$ cat src/rtl/demux14_buf_pkg.sv
// demux14_buf_pkg: channel encodings and sizing shared by the demux14_buf slice
package demux14_buf_pkg;
    localparam int CH_SEL_W = 2;
    localparam int NUM_CH = 4;
    localparam int DEF_WIDTH = 32;
    typedef enum logic [CH_SEL_W-1:0] {CH_WB, CH_MEM, CH_BR, CH_DBG} ch_e;
endpackage

$ cat src/rtl/demux14_buf_if.sv
// demux14_buf_if: select-tagged input port plus four packed output queue ports
interface demux14_buf_if import demux14_buf_pkg::*; #(parameter int WIDTH = DEF_WIDTH);
    logic                      in_valid;
    logic                      in_ready;
    logic [CH_SEL_W-1:0]       in_sel;
    logic [WIDTH-1:0]          in_data;
    logic [NUM_CH-1:0]         out_valid;
    logic [NUM_CH-1:0]         out_ready;
    logic [NUM_CH*WIDTH-1:0]   out_data;
    logic                      busy;
    modport master (
        output in_valid, in_sel, in_data, out_ready,
        input  in_ready, out_valid, out_data, busy
    );
    modport slave (
        input  in_valid, in_sel, in_data, out_ready,
        output in_ready, out_valid, out_data, busy
    );
endinterface

$ cat src/rtl/demux14_buf_chan_fifo2.sv
// chan_fifo2: 2-entry synchronous FIFO with 1-bit pointers, gated push/pop
module chan_fifo2 import demux14_buf_pkg::*; #(parameter int WIDTH = DEF_WIDTH) (
    input  logic             clk,
    input  logic             rst_n,
    input  logic             push,
    input  logic [WIDTH-1:0] push_data,
    input  logic             pop,
    output logic [WIDTH-1:0] head_data,
    output logic             full,
    output logic             empty
);
    logic [WIDTH-1:0] mem [2];
    logic             wr_ptr, rd_ptr;
    logic [1:0]       cnt;
    logic             do_push, do_pop;
    assign full = cnt == 2'd2;
    assign empty = cnt == 2'd0;
    // pop on empty and push on full are dropped so count never wraps
    assign do_push = push && !full;
    assign do_pop = pop && !empty;
    assign head_data = mem[rd_ptr];
    always_ff @(posedge clk or negedge rst_n) begin
        if (!rst_n) begin
            mem[0] <= '0;
            mem[1] <= '0;
            wr_ptr <= 1'b0;
            rd_ptr <= 1'b0;
            cnt <= 2'd0;
        end else begin
            if (do_push) begin
                mem[wr_ptr] <= push_data;
                wr_ptr <= ~wr_ptr;
            end
            if (do_pop)
                rd_ptr <= ~rd_ptr;
            cnt <= cnt + 2'(do_push) - 2'(do_pop);
        end
    end
endmodule

$ cat src/rtl/demux14_buf.sv
// demux14_buf: 1-to-4 demux steering each input word into a per-channel 2-entry queue
module demux14_buf import demux14_buf_pkg::*; #(parameter int WIDTH = DEF_WIDTH) (
    input logic          clk,
    input logic          rst_n,
    demux14_buf_if.slave bus
);
    logic [NUM_CH-1:0]       push, full, empty;
    logic [WIDTH-1:0]        head [NUM_CH];
    logic [NUM_CH*WIDTH-1:0] packed_data;
    // ready comes from registered fullness only, never from out_ready
    assign bus.in_ready = !full[bus.in_sel];
    assign bus.out_valid = ~empty;
    assign bus.busy = |(~empty);
    assign bus.out_data = packed_data;
    always_comb begin
        push = '0;
        packed_data = '0;
        if (bus.in_valid && bus.in_ready)
            push[bus.in_sel] = 1'b1;
        for (int i = 0; i < NUM_CH; i++)
            packed_data[i*WIDTH +: WIDTH] = head[i];
    end
    for (genvar k = 0; k < NUM_CH; k++) begin : g_ch
        chan_fifo2 #(.WIDTH(WIDTH)) u_fifo (
            .clk       (clk),
            .rst_n     (rst_n),
            .push      (push[k]),
            .push_data (bus.in_data),
            .pop       (bus.out_ready[k]),
            .head_data (head[k]),
            .full      (full[k]),
            .empty     (empty[k])
        );
    end
endmodule

$ cat src/flat_wrapper.sv
// flat-port wrapper written by rule: the top's interface ports become plain ports
module demux14_buf_flat import demux14_buf_pkg::*;
#(parameter int WIDTH = DEF_WIDTH)
  (clk, rst_n, bus_in_valid, bus_in_sel, bus_in_data, bus_out_ready, bus_in_ready, bus_out_valid, bus_out_data, bus_busy);
  demux14_buf_if #(.WIDTH(WIDTH)) bus_i ();
  input logic clk;
  input logic rst_n;
  input wire logic [$bits(bus_i.in_valid)-1:0] bus_in_valid;
  input wire logic [$bits(bus_i.in_sel)-1:0] bus_in_sel;
  input wire logic [$bits(bus_i.in_data)-1:0] bus_in_data;
  input wire logic [$bits(bus_i.out_ready)-1:0] bus_out_ready;
  output wire logic [$bits(bus_i.in_ready)-1:0] bus_in_ready;
  output wire logic [$bits(bus_i.out_valid)-1:0] bus_out_valid;
  output wire logic [$bits(bus_i.out_data)-1:0] bus_out_data;
  output wire logic [$bits(bus_i.busy)-1:0] bus_busy;
  assign bus_i.in_valid = bus_in_valid;
  assign bus_i.in_sel = bus_in_sel;
  assign bus_i.in_data = bus_in_data;
  assign bus_i.out_ready = bus_out_ready;
  assign bus_in_ready = bus_i.in_ready;
  assign bus_out_valid = bus_i.out_valid;
  assign bus_out_data = bus_i.out_data;
  assign bus_busy = bus_i.busy;
  demux14_buf #(.WIDTH(WIDTH)) u_core (.clk(clk), .rst_n(rst_n), .bus(bus_i));
endmodule
$ cat config.mk
export PLATFORM = sky130hd
export DESIGN_NAME = demux14_buf_flat
export DESIGN_NICKNAME = d
export VERILOG_FILES = /design/src/rtl/demux14_buf_pkg.sv /design/src/rtl/demux14_buf_if.sv /design/src/rtl/demux14_buf_chan_fifo2.sv /design/src/rtl/demux14_buf.sv /design/src/flat_wrapper.sv
export SDC_FILE = /design/constraint.sdc
export NUM_CORES = 1
export LEC_CHECK = 0
export CAP_MARGIN = 20
export CORE_MARGIN = 10
export CORE_UTILIZATION = 49
export CTS_CLUSTER_DIAMETER = 80
export DETAILED_ROUTE_END_ITERATION = 7
export PLACE_DENSITY = 0.76
export SYNTH_ARGS = -nofsm -noshare
export SYNTH_HDL_FRONTEND = slang
export SYNTH_SLANG_ARGS = --single-unit
$ cat constraint.sdc
create_clock -name clk -period 1.9 [get_ports clk]
set_input_delay 0.38 -clock clk [delete_from_list [all_inputs] [get_ports clk]]
set_output_delay 0.38 -clock clk [all_outputs]
set_load 0.01 [all_outputs]
==> results.py <==
metrics = {
    "status": {
        "status": "finished, violations left",
        "violations": "negative setup slack",
    },
    "setup_path": {
        "required_ns": 1.52,
        "cp-end-kind": "primary output",
        "crit_cells": 5,
        "crit_path_max_fanout": 4,
        "rr_worst_depth": 7,
        "reg2reg_to": "u_core.g_ch[2].u_fifo.mem[43]",
        "critPathLaunchType": "flip-flop",
        "critPathKind": "reg -> out",
        "slowest_stage": "dfrtp_2",
        "slowest_delay_ns": 0.48,
        "crit_buf_inv": 4,
        "crit_chain": "buf_12, buf_8, clkbuf_16, mux2_4, buf_6",
        "path_delay_family": "buffers and inverters",
        "r2r_slack_ns": -0.18,
        "arrival_ns": 1.87,
        "regToRegStartpoint": "u_core.g_ch[2].u_fifo.cnt[1]",
    },
    "timing": {
        "hold_viol": 0,
        "max_freq_mhz": 445,
        "rsz0062_at_grt": "yes",
        "worst_slack_ns": -0.347,
        "holdWs_ns": 0.382,
        "slew-limit-headroom": 0.617,
        "setup_violations": 179,
        "fin_crit_ns": 2.25,
        "fin_crit_sh": 1.18,
        "skew_ns": 0.00988,
        "worst_slew_pin_slew_ns": 0.575,
        "drv_slew": 0,
    },
    "yosys": {
        "synth_largest_area_cell": "dfrtp_1",
        "synth_cell_types": 31,
        "yosysWarnings": 0,
        "synth_top_area_frac": 0.567,
        "syn_inst": 760,
        "synth.area.top_cells": "dfrtp_1, mux2_2, mux2_4, xnor2_1, ha_1",
        "synth_common_cells": "mux2_2, dfrtp_1, mux2_4",
        "ys_ff_latch": 272,
        "synth.most_common_cell": "mux2_2",
        "synth.net_count": 809,
        "syn-cell-area_sq_mm": 0.0120,
        "synth_edf_count": 0,
        "async_flop_share": 1.00,
        "syn_area_per_cell_sq_um": 15.8,
        "synth_top_flop_cell": "dfrtp_1",
        "ys_seq_area_frac": 0.567,
    },
    "grt": {
        "antenna_found_initial": 0,
        "overflow": 0,
        "grt_max_degree": 64,
        "use_met2": 0.326,
        "grt_pass1_wl_microns": 48100,
        "grt_util_met3": 0.0399,
        "gr-max-usage-layer": "met2",
        "gr-usage-met1": 0.260,
        "grt_pass1_vias": 8082,
        "grt_use_total": 0.195,
    },
    "clocking": {
        "cts_buffers": 28,
        "max-clock-path-buffers": 3,
        "clk_pin_slew_ns": 0.07,
        "tritoncts": "yes",
        "cts_sinks": 272,
        "root_buffer": "clkbuf_16",
        "clkLatencyLatePin_ns": 0.54,
        "htree_levels": 1,
    },
    "final_layout": {
        "final_cell_area_sq_mm": 0.0176,
        "area_growth_pct": 46.6,
        "drive_above_1_share": 0.679,
        "nets": 1110,
        "antennaDiodeCount": 0,
    },
    "detailed_routing": {
        "avgRoutedWirePerCell_microns": 23.9,
        "first_pass_iters": 4,
        "drc": 0,
        "vias": 7597,
        "drt_iter0_markers": 443,
        "drt-vias-per-instance": 5.41,
        "postRouteWirelength_microns": 33500,
        "ant_nets": 0,
    },
    "power_and_ir_drop": {
        "p_leak_nw": 8.21,
        "power_density_mw_per_mm2": 1990,
        "ir_drop_v": 0.00128,
    },
    "placed_design": {
        "place_area_sq_mm": 0.0148,
        "globalplace.congestion": 0.763,
        "portBuffers": 174,
        "dp_hpwl_microns": 19300,
    },
    "die": {
        "start_util": 0.495,
        "ios": 175,
        "core-area_sq_mm": 0.0242,
        "fp.dieW_microns": 177,
        "rows": 57,
        "die_h_microns": 177,
        "die_area_sq_mm": 0.0312,
    },
    "job": {
        "max-cap-violations": 0,
    },
    "min_path": {
        "hp-class": "in -> async",
    },
}
==> cells by family after synthesis <==
family,count (synthesis),share of synthesized area
and+or+nand+nor,29,0.0179
adders and majority gates,8,0.00833
buffers and inverters,50,0.0241
muxes,385,0.371
DFF,272,0.567
xor gates and xnor gates,16,0.0117
==> per-layer routing <==
metal  share of wire  wire (microns)
met3           0.051            1730
met1            0.43           14400
met2            0.50           16700
met4           0.022             726
met5               0               0
==> worst max path at each step <==
| stage | startpoint | to | slack (ns) |
|---|---|---|---|
| 6_report | u_core.g_ch[1].u_fifo.rd_ptr | bus_out_data[43] | -0.35 |
| 5_1_grt | u_core.g_ch[1].u_fifo.rd_ptr | bus_out_data[43] | -0.38 |
| 4_1_cts | u_core.g_ch[1].u_fifo.rd_ptr | bus_out_data[46] | -0.45 |
| 3_5_place_dp | bus_in_sel[1] | u_core.g_ch[2].u_fifo.cnt[1] | -0.43 |
| 3_3_place_gp | bus_in_sel[0] | bus_in_ready | -0.41 |
| 2_1_floorplan | bus_in_sel[0] | u_core.g_ch[2].u_fifo.cnt[1] | 0.02 |
==> state kept, by name (all words and copies together), names as in the netlist <==
register / cells
u_core.g_ch.u_fifo.mem: 256
u_core.g_ch.u_fifo.cnt: 8
u_core.g_ch.u_fifo.rd_ptr: 4
u_core.g_ch.u_fifo.wr_ptr: 4
==> stage by stage <==
stage / util / setup TNS, ns / total power [mW] / setup WS [ns] / instances
after global placement: 0.608 / -69.84 / 24.1 / -0.407 / 1277
after floorplan: - / 0 / 17.2 / 0.0187 / 760
final: 0.726 / -37.44 / 35.0 / -0.347 / 1404
after global routing: 0.726 / -43.47 / 36.7 / -0.384 / 1404
after detailed placement: 0.608 / -78.69 / 24.5 / -0.429 / 1277
after CTS: 0.691 / -40.39 / 33.1 / -0.451 / 1382
==> layout make-up <==
| cell class | count | area, sq um |
|---|---|---|
| multi-input cells | 438 | 5550 |
| clock buffers | 44 | 872 |
| inverters | 6 | 25.0 |
| fillers | 1498 | 6650 |
| clock inverters | 5 | 100 |
| repair buffers | 315 | 3840 |
| flip-flops and latches | 272 | 6810 |
| well taps | 324 | 405 |
==> cells in the final DEF, fill, tap and decap left out, types with 3 or more instances in the layout <==
cell type	n
dfrtp_1	268
clkbuf_1	6
buf_2	4
or2_4	5
mux2_4	156
dfrtp_2	4
xnor2_1	8
clkbuf_16	36
clkbuf_8	9
mux2_1	5
ha_4	4
buf_12	41
xnor2_2	4
bufinv_16	3
buf_8	11
buf_6	169
mux2_2	223
inv_1	3
xor2_1	4
buf_4	39
and2_1	3
clkdlybuf4s50_1	39
==> where the power goes <==
part           switching (mW)  internal [mW]  leakage, nW  total [mW]
sequential               1.69           8.72         3.28        10.4
clock                    2.23           3.53        0.479        5.76
combinational            6.76           12.1         4.46        18.9
total                    10.7           24.4         8.21        35.0
==> repair_timing <==
item                                   in CTS  in global routing
setup endpoints to repair                 137                200
resized for setup                         696                214
cloned                                      5                  9
endpoints found under the hold margin      53                  0
hold buffers                                1                  0
buffers inserted                           53                 26
pin swaps                                   8                 11
No activity file was read; power rests on OpenSTA's default activity.
==> variant 1: new RTL, same settings <==
`NUM_CH`: 4 -> 2.
--- a/src/rtl/demux14_buf_pkg.sv
+++ b/src/rtl/demux14_buf_pkg.sv
@@ -1,7 +1,7 @@
 // demux14_buf_pkg: channel encodings and sizing shared by the demux14_buf slice
 package demux14_buf_pkg;
     localparam int CH_SEL_W = 2;
-    localparam int NUM_CH = 4;
+    localparam int NUM_CH = 2;
     localparam int DEF_WIDTH = 32;
     typedef enum logic [CH_SEL_W-1:0] {CH_WB, CH_MEM, CH_BR, CH_DBG} ch_e;
 endpackage
Interface: changed (resized bus_out_data, bus_out_ready and bus_out_valid); port bits go from 175 to 107. No check against the original RTL was run, so the function may have changed too.
==> variant 1 against the unedited design <==
  * Highest routed layer unchanged
  * The flow still finishes with violations (setup timing)
  * Sequential cell count shrank 136
  * Via count shrank 51%
  * Cell area shrank 50%
  * Power shrank 50%
  * Setup slack gained 280 ps
  * Clock skew grew 1.3 ps
  * Count of clock-buffer cells in the layout shrank 23
  * Critical endpoint is now bus_out_data[33]
  * Cell count shrank 49%
  * Non-clock buffer count shrank 167
  * Sequential power shrank 50%
  * Area after synthesis shrank 47%
  * Routed wire length shrank 55%
==> variant 1: results (changes against the unedited design) <==
STA
  – Clock skew: 11.16 ps (+1.285 ps)
  – Hold slack: 489.8 ps (+108.3 ps)
  – Fin worst setup slack: -72.12 ps (+275.2 ps)
  – Slew @ Worst Pin: 456.2 ps (-118.4 ps)
  – Setup violations, final: 37 (-79%)
  – Setup TNS: -1227 ps (+36210 ps)

Critical path
  – Crit-path max cell delay: 430 ps (-50 ps)
  – R2r worst-path depth: 8 (+1)
  – CP top delay family: flip-flops
  – WP data arrival: 1590 ps (-280 ps)
  – R2R Path End: u_core.g_ch[0].u_fifo.cnt[1]$_DFF_PN0_
  – R2R setup slack: 10 ps (+190 ps)
  – Crit path max fanout: 7 (+3)
  – End of the critical path: bus_out_data[33]
  – Reg-to-Reg Start: u_core.g_ch[0].u_fifo.cnt[1]$_DFF_PN0_

GRT
  – Total GRT Usage: 17.35% (-2.2 points)
  – Met1 Use GR: 20.38% (-5.6 points)
  – Largest net degree at the start of global routing: 85 (+33%)
  – Initial antenna violation count: 0 (unchanged)
  – Vias in the first global route: 4319 (-47%)
  – M2 GR Usage: 29.24% (-3.3 points)
  – First-pass GRT wire length: 24270 um (-50%)

Power and ir drop
  – Power share of the combinational group: 47.2% (-6.7 points)
  – Peak VDD IR: 0.9681 mV (-24%)
  – Leakage power figure: 4.320 nW (-47%)
  – Switching share of power: 28.88% (-1.6 points)
  – Flop pwr share: 30.0% (+0.3 points)

Drt
  – Met2 wire len: 7665 um (-54%)
  – Metal3 WL: 766 um (-56%)
  – Starting DRT DRC Count: 150 (-66%)
  – Vias/cell: 5.193 (-4.0%)
  – Total number of vias: 3687 (-51%)
  – Routed wire length: 15110 um (-55%)
  – Routed metal-1 wire length: 6491 um (-55%)

Layout
  – Top flop regs: u_core.g_ch.u_fifo.mem (128), u_core.g_ch.u_fifo.cnt (4)
  – Layout cells sized above 1: 65.43% (-2.4 points)

Yosys
  – Post-synth top cells: 136 x dfrtp_1, 102 x mux2_2, 90 x mux2_4, 8 x clkbuf_1, 7 x buf_6
  – Post-synthesis xor/xnor area fraction: 1.101% (-0.065 points)
  – Mux cell area share after synthesis: 39.46% (+2.3 points)
  – Cell variety after synth: 22 (-29%)
  – Synthesized instance count: 381 (-50%)
  – Syn Nets: 424 (-48%)
  – Sequential area share after synthesis: 53.50% (-3.2 points)
  – Adder-Cell Fraction of Synth Area: 0.7868% (-0.047 points)

Clock tree
  – CTS H-tree lvls: 4 (+3)
  – Maximum buffer depth of the clock tree: 2 (-1)
  – Skew-Pair Late Insertion Delay: 420 ps (-120 ps)
  – Inserted Clock Buffers: 17 (-39%)

Die
  – Die area: 17940 sq um (-42%)

Place
  – Area after DPL: 7739 sq um (-48%)
  – IO Port Bufs: 106 (-39%)
  – Global placer's final weighted congestion: 0.7364 (-3.4%)
  – Worst slack, placed: -450.7 ps (-21.89 ps)
  – Hpwl dp: 9336 um (-52%)

Outcome
  – Failing checks: setup timing
  – Status: complete, but fails checks
[variant 1: changes by cell type after synthesis, sizes merged, moves of 2 or more]
cell / before / now
mux2: 384 / 192
ha: 8 / 4
xor2: 4 / 2
dfrtp: 272 / 136
or2: 5 / 3
inv: 6 / 2
buf: 28 / 15
nand4b: 2 / 0
nand3: 3 / 0
and2: 4 / 2
xnor2: 12 / 6
clkbuf: 16 / 8
[variant 1: final cells by class]
type                            instances  area (sq um)
Sequential cell                       136          3406
Clock buffer                           21         480.5
Tap cell                              172         215.2
Fill cell                             881          3840
Clock inverter                         11         240.2
Timing Repair Buffer                  148          1549
Inverter                                2         7.507
Multi-Input combinational cell        220          2933
[variant 1: repair_timing]
| action | 4_1_cts | 5_1_grt |
|---|---|---|
| gates resized for setup | 306 | 70 |
| buffers inserted | 18 | 6 |
| hold buffers | 1 | 0 |
| gates cloned | 2 | 1 |
| pin swaps | 3 | 6 |
| endpoints found under the setup margin | 99 | 73 |
| endpoints found under the hold margin | 52 | 0 |
==> variant 2: new RTL, same settings <==
Made on the original files. Reset style: synchronous (`rst_n`), changed in one clocked block.
--- a/src/rtl/demux14_buf_chan_fifo2.sv
+++ b/src/rtl/demux14_buf_chan_fifo2.sv
@@ -19,7 +19,7 @@
     assign do_push = push && !full;
     assign do_pop = pop && !empty;
     assign head_data = mem[rd_ptr];
-    always_ff @(posedge clk or negedge rst_n) begin
+    always_ff @(posedge clk) begin
         if (!rst_n) begin
             mem[0] <= '0;
             mem[1] <= '0;
Behaviour: differs if rst_n is asserted again (counterexample within 4 cycles, from zero or initial values and one cycle with rst_n low); with rst_n held inactive, the same outputs for 4 cycles.
==> variant 2 against the unedited design <==
  * The flow still finishes with violations (setup timing)
  * Setup slack better by 97 ps
  * Area after synthesis is 1.6% lower
  * Count of clock-buffer cells in the layout is 13 lower
  * Routed wire length is 5.1% higher
  * Cell area is 3.1% lower
  * Cell count is 5.3% higher
  * Core utilization is 0.37 points lower
  * Sequential cell count is 4 higher
  * Worst hold slack worse by 180 ps
  * Critical path type unchanged
Power is not compared: it rests on default switching activity, and its combinational part moved more than twofold at a synthesized area within 25%.
==> variant 2: results (changes against the unedited design) <==
GRT
  – First-pass GRT wire length: 51470 um (+7.0%)
  – Vias in the first global route: 8435 (+4.4%)
  – Total GRT Usage: 21.90% (+2.4 points)
  – Largest net degree at the start of global routing: 45 (-30%)

Hold path
  – Min-delay worst type: in2reg

STA
  – Setup TNS: -19390 ps (+18040 ps)
  – Fin worst setup slack: -250.2 ps (+97.05 ps)
  – Setup violations, final: 130 (-27%)

Clock tree
  – Clk sinks: 276 (+1.5%)
  – CTS resizes: 631 (-9.3%)

Yosys
  – Synth Area per Inst: 14.10 sq um (-11%)
  – Post-synthesis xor/xnor area fraction: 0.5928% (-0.57 points)
  – Ys async rst share: 0% (-100 points)
  – Top_reg_cell synth: edfxtp_1
  – Sequential area share after synthesis: 68.43% (+12 points)
  – EDFF count, synth: 256 (+256)
  – Syn Nets: 887 (+9.6%)

Critical path
  – Reg-to-Reg Start: u_core.g_ch[0].u_fifo.cnt[1]$_SDFF_PN0_
  – Crit-path max cell delay: 400 ps (-80 ps)
  – R2r worst-path depth: 10 (+3)
  – Slowest cell on the critical path: dfxtp_4
  – Crit path max fanout: 7 (+3)

Drt
  – Routed wire length: 35240 um (+5.1%)

Outcome
  – Failing checks: setup timing
  – Status: complete, but fails checks

Place
  – Global placer's final weighted congestion: 0.7876 (+3.3%)
  – Worst slack, placed: -579.2 ps (-150.4 ps)
[variant 2: cell count changes after synthesis, moves of 13 or more]
| cell | change |
|---|---|
| dfxtp_1 | +20 |
| mux2_4 | -30 |
| nor2_1 | +139 |
| and2_1 | +133 |
| buf_1 | +13 |
| buf_2 | -16 |
| mux2_2 | -221 |
| dfrtp_1 | -272 |
| nand2_1 | +37 |
| edfxtp_1 | +256 |
[variant 2: worst paths after layout]
check	slack (ps)	to
worst max-delay path	-250	bus_out_data[38]
worst max register to register	-140	u_core.g_ch[0].u_fifo.cnt[1]$_SDFF_PN0_
worst min register to register	490	u_core.g_ch[0].u_fifo.wr_ptr$_SDFFE_PN0P_
worst min-delay path	200	u_core.g_ch[1].u_fifo.wr_ptr$_SDFFE_PN0P_
[variant 2: report_power, final]
| group | internal (mW) | switching [mW] |
|---|---|---|
| Sequential | 7.18 | 0.279 |
| Combinational | 4.93 | 3.33 |
| Clock | 3.30 | 2.27 |
[variant 2: logic make-up after synthesis]
group	after synthesis
AOI/OAI and AO/OA	10
xor gates and xnor gates	8
adders and majority gates	8
buffers and inverters	56
DFF	276
muxes	130
and+or+nand+nor	350
[variant 2: layout make-up]
cell class	count	share of cell area, %
Timing Repair Buffer	319	21.09
Multi-Input combinational cell	506	23.39
Sequential cell	276	47.56
Antenna cell	1	0.01467
Inverter	7	0.1541
Tap cell	319	2.340
Clock inverter	20	1.145
Clock buffer	31	4.299
[variant 2: layer usage]
| metal | wire [um] | up-vias | GRT usage [%] |
|---|---|---|---|
| li1 | - | 3559 | - |
| met4 | 809 | 0 | 5.828 |
| met5 | 0 | - | 0 |
| met1 | 13500 | 4071 | 26.81 |
| met3 | 2702 | 55 | 4.611 |
| met2 | 18220 | 372 | 38.48 |
